==> src/rtl/intr_ctrl.sv <==
// Two-source interrupt controller: edge-detects key/eth lines, latches payloads,
// arbitrates (eth over key) into one registered request held until ack, then busy until done.
module intr_ctrl #(
  parameter int DATA_W = 32,
  parameter int DROP_W = 8
) (
  input  logic              clk,
  input  logic              rst,
  input  logic              interrupt_key,
  input  logic              interrupt_eth,
  input  logic [DATA_W-1:0] key_data,
  input  logic [DATA_W-1:0] eth_data,
  input  logic              irq_enable,
  input  logic              irq_ack,
  input  logic              irq_done,
  output logic              interrupt,
  output logic [1:0]        irq_cause,
  output logic [DATA_W-1:0] interrupt_source_data,
  output logic              irq_busy,
  output logic [DROP_W-1:0] drop_count
);

  typedef enum logic [1:0] {IDLE, PEND, SERVICE} state_t;

  state_t              state, state_nxt;
  logic                key_q, eth_q;
  logic                pend_key, pend_eth;
  logic [DATA_W-1:0]   data_key, data_eth;
  logic                ev_key, ev_eth;
  logic                clr_key, clr_eth;
  logic                drop_key, drop_eth;
  logic [1:0]          drop_inc;
  logic [DROP_W:0]     drop_sum;
  logic                int_nxt;
  logic [1:0]          cause_nxt;
  logic [DATA_W-1:0]   data_nxt;

  assign ev_key = interrupt_key & ~key_q;
  assign ev_eth = interrupt_eth & ~eth_q;

  // The served source is the one frozen in irq_cause; it is released on ack.
  assign clr_key = (state == PEND) && irq_enable && irq_ack && (irq_cause == 2'b01);
  assign clr_eth = (state == PEND) && irq_enable && irq_ack && (irq_cause == 2'b10);

  assign drop_key = ev_key & pend_key & ~clr_key;
  assign drop_eth = ev_eth & pend_eth & ~clr_eth;
  assign drop_inc = {1'b0, drop_key} + {1'b0, drop_eth};
  assign drop_sum = {1'b0, drop_count} + {{(DROP_W-1){1'b0}}, drop_inc};

  always_ff @(posedge clk or posedge rst) begin
    if (rst) begin
      key_q      <= 1'b0;
      eth_q      <= 1'b0;
      pend_key   <= 1'b0;
      pend_eth   <= 1'b0;
      data_key   <= '0;
      data_eth   <= '0;
      drop_count <= '0;
    end else begin
      key_q <= interrupt_key;
      eth_q <= interrupt_eth;
      // A new event on the source being cleared wins over the clear.
      if (ev_key) begin
        pend_key <= 1'b1;
        if (!pend_key || clr_key) data_key <= key_data;
      end else if (clr_key) begin
        pend_key <= 1'b0;
      end
      if (ev_eth) begin
        pend_eth <= 1'b1;
        if (!pend_eth || clr_eth) data_eth <= eth_data;
      end else if (clr_eth) begin
        pend_eth <= 1'b0;
      end
      drop_count <= drop_sum[DROP_W] ? '1 : drop_sum[DROP_W-1:0];
    end
  end

  always_ff @(posedge clk or posedge rst) begin
    if (rst) begin
      state                 <= IDLE;
      interrupt             <= 1'b0;
      irq_cause             <= 2'b00;
      interrupt_source_data <= '0;
    end else begin
      state                 <= state_nxt;
      interrupt             <= int_nxt;
      irq_cause             <= cause_nxt;
      interrupt_source_data <= data_nxt;
    end
  end

  always_comb begin
    state_nxt = state;
    case (state)
      IDLE:    if (irq_enable && (pend_key || pend_eth)) state_nxt = PEND;
      PEND:    if (!irq_enable) state_nxt = IDLE;
               else if (irq_ack) state_nxt = SERVICE;
      SERVICE: if (irq_done) state_nxt = IDLE;
      default: state_nxt = IDLE;
    endcase
  end

  always_comb begin
    int_nxt   = interrupt;
    cause_nxt = irq_cause;
    data_nxt  = interrupt_source_data;
    case (state)
      IDLE: begin
        if (irq_enable && (pend_key || pend_eth)) begin
          int_nxt   = 1'b1;
          cause_nxt = pend_eth ? 2'b10 : 2'b01;
          data_nxt  = pend_eth ? data_eth : data_key;
        end
      end
      PEND: begin
        if (!irq_enable) begin
          int_nxt   = 1'b0;
          cause_nxt = 2'b00;
        end else if (irq_ack) begin
          int_nxt = 1'b0;
        end
      end
      SERVICE: begin
        if (irq_done) cause_nxt = 2'b00;
      end
      default: begin
        int_nxt   = 1'b0;
        cause_nxt = 2'b00;
      end
    endcase
  end

  assign irq_busy = (state == SERVICE);

endmodule

==> config.mk <==
export PLATFORM = sky130hd
export DESIGN_NAME = intr_ctrl
export DESIGN_NICKNAME = d
export VERILOG_FILES = /design/src/rtl/intr_ctrl.sv
export SDC_FILE = /design/constraint.sdc
export NUM_CORES = 1
export LEC_CHECK = 0
export ABC_AREA = 1
export CAP_MARGIN = 30
export CORE_MARGIN = 2
export CORE_UTILIZATION = 55
export CTS_CLUSTER_DIAMETER = 60
export DETAILED_ROUTE_END_ITERATION = 10
export DONT_BUFFER_PORTS = 1
export PLACE_DENSITY = 0.79
export SETUP_SLACK_MARGIN = 0.05
export SLEW_MARGIN = 20
export SYNTH_ARGS = -nofsm -noshare
export SYNTH_HDL_FRONTEND = slang
export SYNTH_SLANG_ARGS = --single-unit
==> constraint.sdc <==
create_clock -name clk -period 11 [get_ports clk]
set_input_delay 2.2 -clock clk [delete_from_list [all_inputs] [get_ports clk]]
set_output_delay 2.2 -clock clk [all_outputs]
set_load 0.03 [all_outputs]
==> summary.md <==
| Metric | Value |
|---|---|
| Number of buffers created by CTS | 17 |
| Worst Path Max Fanout | 35 |
| Die ar. | 0.009604 mm2 |
| CP bufs+invs | 0 |
| Final wirelength | 11320 um |
| Sink of the worst hold path | data_key[12] |
| Drt initial violations | 161 |
| Setup TNS | 0 ps |
| Avg Inst Size Synth | 8.900 um2 |
| Vias per std cell | 5.641 |
| # DRC | 0 |
| Worst slew pin tran | 835.1 ps |
| R2R cell count | 10 |
| GPL Wtd Cong | 0.8871 |
| Hold Crit Depth | 2 |
| IO buf count | 0 |
| Status | finished, final reports clean |
| Max transition margin | 44.33% |
| Slowest stage delay, CP | 510 ps |
| Syn nets | 618 |
| Grt ovf | 0 |
| Num rows | 34 |
| DPL Wire Length | 7414 um |
| Min-delay src | data_key[12] |
| CP max-delay cell | nand2_2 |
| Cell Pwr Density | 308.0 mW/mm2 |
| Starting Density | 56.27% |
| Kind of critical path | input pin to flop |
| Ys Warns | 0 |
| Placed cell areas | 0.004877 mm2 |
| Hold-fix buffers at CTS | 0 |
| Tcrit/Tclk final | 34.53% |
| Filler cell count | 720 |
| Synthesized area | 0.004860 mm2 |
| FF+latch count, synth | 113 |
| VDD IR-drop max | 149.4 uV |
| Postcts setup bufs | 0 |
| Cell taking the most area after synthesis | dfrtp_1 |
| Slew Limit Fails | 0 |
| Nets@finish | 610 |
| Register area share after synthesis | 58.19% |
| Post-Synthesis Cells | 546 |
| Final setup violation count | 0 |
| Critical Path AT | 4170 ps |
| Ports | 115 |
| Core Box Area | 0.008636 mm2 |
| Drt pass-1 iters | 4 |
| Routed len/inst | 17.20 um |
| Post-CTS Resized | 0 |
| Post-route design area | 0.005413 mm2 |
| Vias in the first global route | 3797 |
| Largest cells by area after synthesis | dfrtp_1 (58%), nand2_1 (12%), nand3_1 (7.0%), nor2_1 (5.8%), o21a_1 (4.9%) |
| Clock Skew | 11.60 ps |
| Reg-to-reg setup timing slack | 8350 ps |
| Min-Delay Path Class | flop to flop |
| Synth-to-Final Area Change | 11.38% |
| Final Critical Period | 3798 ps |
| CTS tree | yes |
| Yosys cell types | 24 |
| Routed Antenna Nets | 0 |
| Critical path startpoint category | input pin |
| All-Layer GR Usage | 25.22% |
| Ys async rst share | 100.0% |
| Power, Total | 1.667 mW |
| CP required | 11370 ps |
| Chip Height | 98 um |
| Highest Clock Rate | 263.3 MHz |
| Worst-path cell chain | nand2_1 > nor2_4 > nand3_2 > nand2_2 > nor2_1 > fa_1 > nand2_1 > nor2_1 > nand4_1 > o21ai_0 |
| Worst-Skew Late Latency | 510 ps |
| Ys flop type | dfrtp_1 |
| Max Cap Viol | 0 |
| Die W | 98 um |
| Share of cells above drive strength 1 | 9.273% |
| Pin count of the biggest net entering global routing | 69 |
| Clock root cell | clkbuf_8 |
| RSZ-0062 raised after global routing | false |
| Synth top area share | 58.19% |
| CTS H-tree lvls | 4 |
| Post-synth EDFFs | 0 |
| First-pass GRT wire length | 19020 um |
| Longest Clk Path Bufs | 2 |
| Initial antenna violation count | 0 |
| Largest delay contributor family on the critical path | simple AND/OR/NAND/NOR gates |
| Antenna fix cells | 0 |
| Leakage | 2.650 nW |
| Worst reg2reg startpoint | irq_cause[0] |
| Crit end category | flop |
| RR Endpoint | drop_count[1] |
| Clock Pin Slew Worst Setup and Hold Paths | 60 ps |
| Vias | 3712 |
| Final hold vios | 0 |
| Clk sinks | 113 |
[registers in the layout, indices dropped and copies added (netlist names)]
name / count
data_key: 32
data_eth: 32
drop_count: 8
interrupt: 1
key_q: 1
state: 2
eth_q: 1
pend_eth: 1
pend_key: 1
interrupt_source_data: 32
irq_cause: 2
[metrics by stage]
| stage | setup WS, ps | utilization (%) | hold WS (ps) | instances |
|---|---|---|---|---|
| 2_1_floorplan | 5813 | - | 442.6 | 546 |
| 3_3_place_gp | 6844 | 56.16 | 454.0 | 626 |
| 3_5_place_dp | 6680 | 56.48 | 459.1 | 627 |
| 4_1_cts | 7237 | 62.68 | 473.1 | 658 |
| 5_1_grt | 6991 | 62.68 | 489.8 | 658 |
| 6_report | 7202 | 62.68 | 470.0 | 658 |
[layout make-up]
cell class / instances / area, um2 / area share (%)
Sequential cell: 113 / 2828 / 52.24
Multi-Input combinational cell: 382 / 1783 / 32.94
Clock buffer: 20 / 445.4 / 8.229
Tap cell: 108 / 135.1 / 2.497
Clock inverter: 11 / 90.09 / 1.664
Inverter: 19 / 73.82 / 1.364
Timing Repair Buffer: 5 / 57.56 / 1.063
[worst max-delay path by stage]
| stage | depth (start not counted) | slack, ps | to | from |
|---|---|---|---|---|
| floorplan | 1 | 5810 | data_eth[0] | rst |
| global placement | 10 | 6840 | drop_count[5] | interrupt_key |
| detailed placement | 10 | 6680 | drop_count[1] | irq_enable |
| CTS | 10 | 7240 | drop_count[1] | irq_enable |
| global route | 10 | 6990 | drop_count[4] | irq_enable |
| finish | 10 | 7200 | drop_count[1] | irq_enable |
[kinds of logic after synthesis]
| kind of cell | after synthesis | share of synthesized area, % |
|---|---|---|
| and+or+nand+nor | 308 | 26.47 |
| adders and majority gates | 1 | 0.4120 |
| AOI/OAI and AO/OA | 71 | 9.089 |
| DFF | 113 | 58.19 |
| xor gates and xnor gates | 2 | 0.3605 |
| buffers and inverters | 51 | 5.484 |
[cells in the mapped netlist (2+ instances only)]
cell and count:
clkbuf_1 5, buf_4 4, xor2_1 2, nand2_1 154, o21ai_0 17, or2_2 2
inv_1 18, o21a_1 32, nand3_1 68, buf_6 5, nand3_2 2, nand2_2 3
buf_2 18, o21ai_1 20, nor2_1 75, dfrtp_1 113
[layer usage]
layer	vias up	share of wire (%)	track usage [%]
met5	-	0	0
met4	0	1.9	10.26
met2	137	49	39.09
met1	1809	42	32.64
li1	1747	-	-
met3	19	7.6	8.876
[power by group]
| group | switching, mW | total (mW) | leakage (nW) | internal, mW |
|---|---|---|---|---|
| combinational | 0.172 | 0.301 | 1.02 | 0.129 |
| clock | 0.181 | 0.487 | 0.258 | 0.306 |
| sequential | 0.278 | 0.879 | 1.37 | 0.600 |
| total | 0.631 | 1.67 | 2.65 | 1.04 |
[tightest hold or removal path: stages, from the launching register on]
cell     delay [ps]
dfrtp_1         340
nand2_1          50
nand2_1          50
[placed cells by master (no fill, tap or decap), drive strengths merged]
cell and n:
nand4 1, bufinv 1, buf 5, o21bai 1, nand3 70, xor2 2, fa 1, clkinvlp 4
or2 2, clkbuf 20, clkinv 6, o21ai 38, nor2 77, inv 19, nand2 158, dfrtp 113
o21a 32
(Power assumes the default switching activity.)
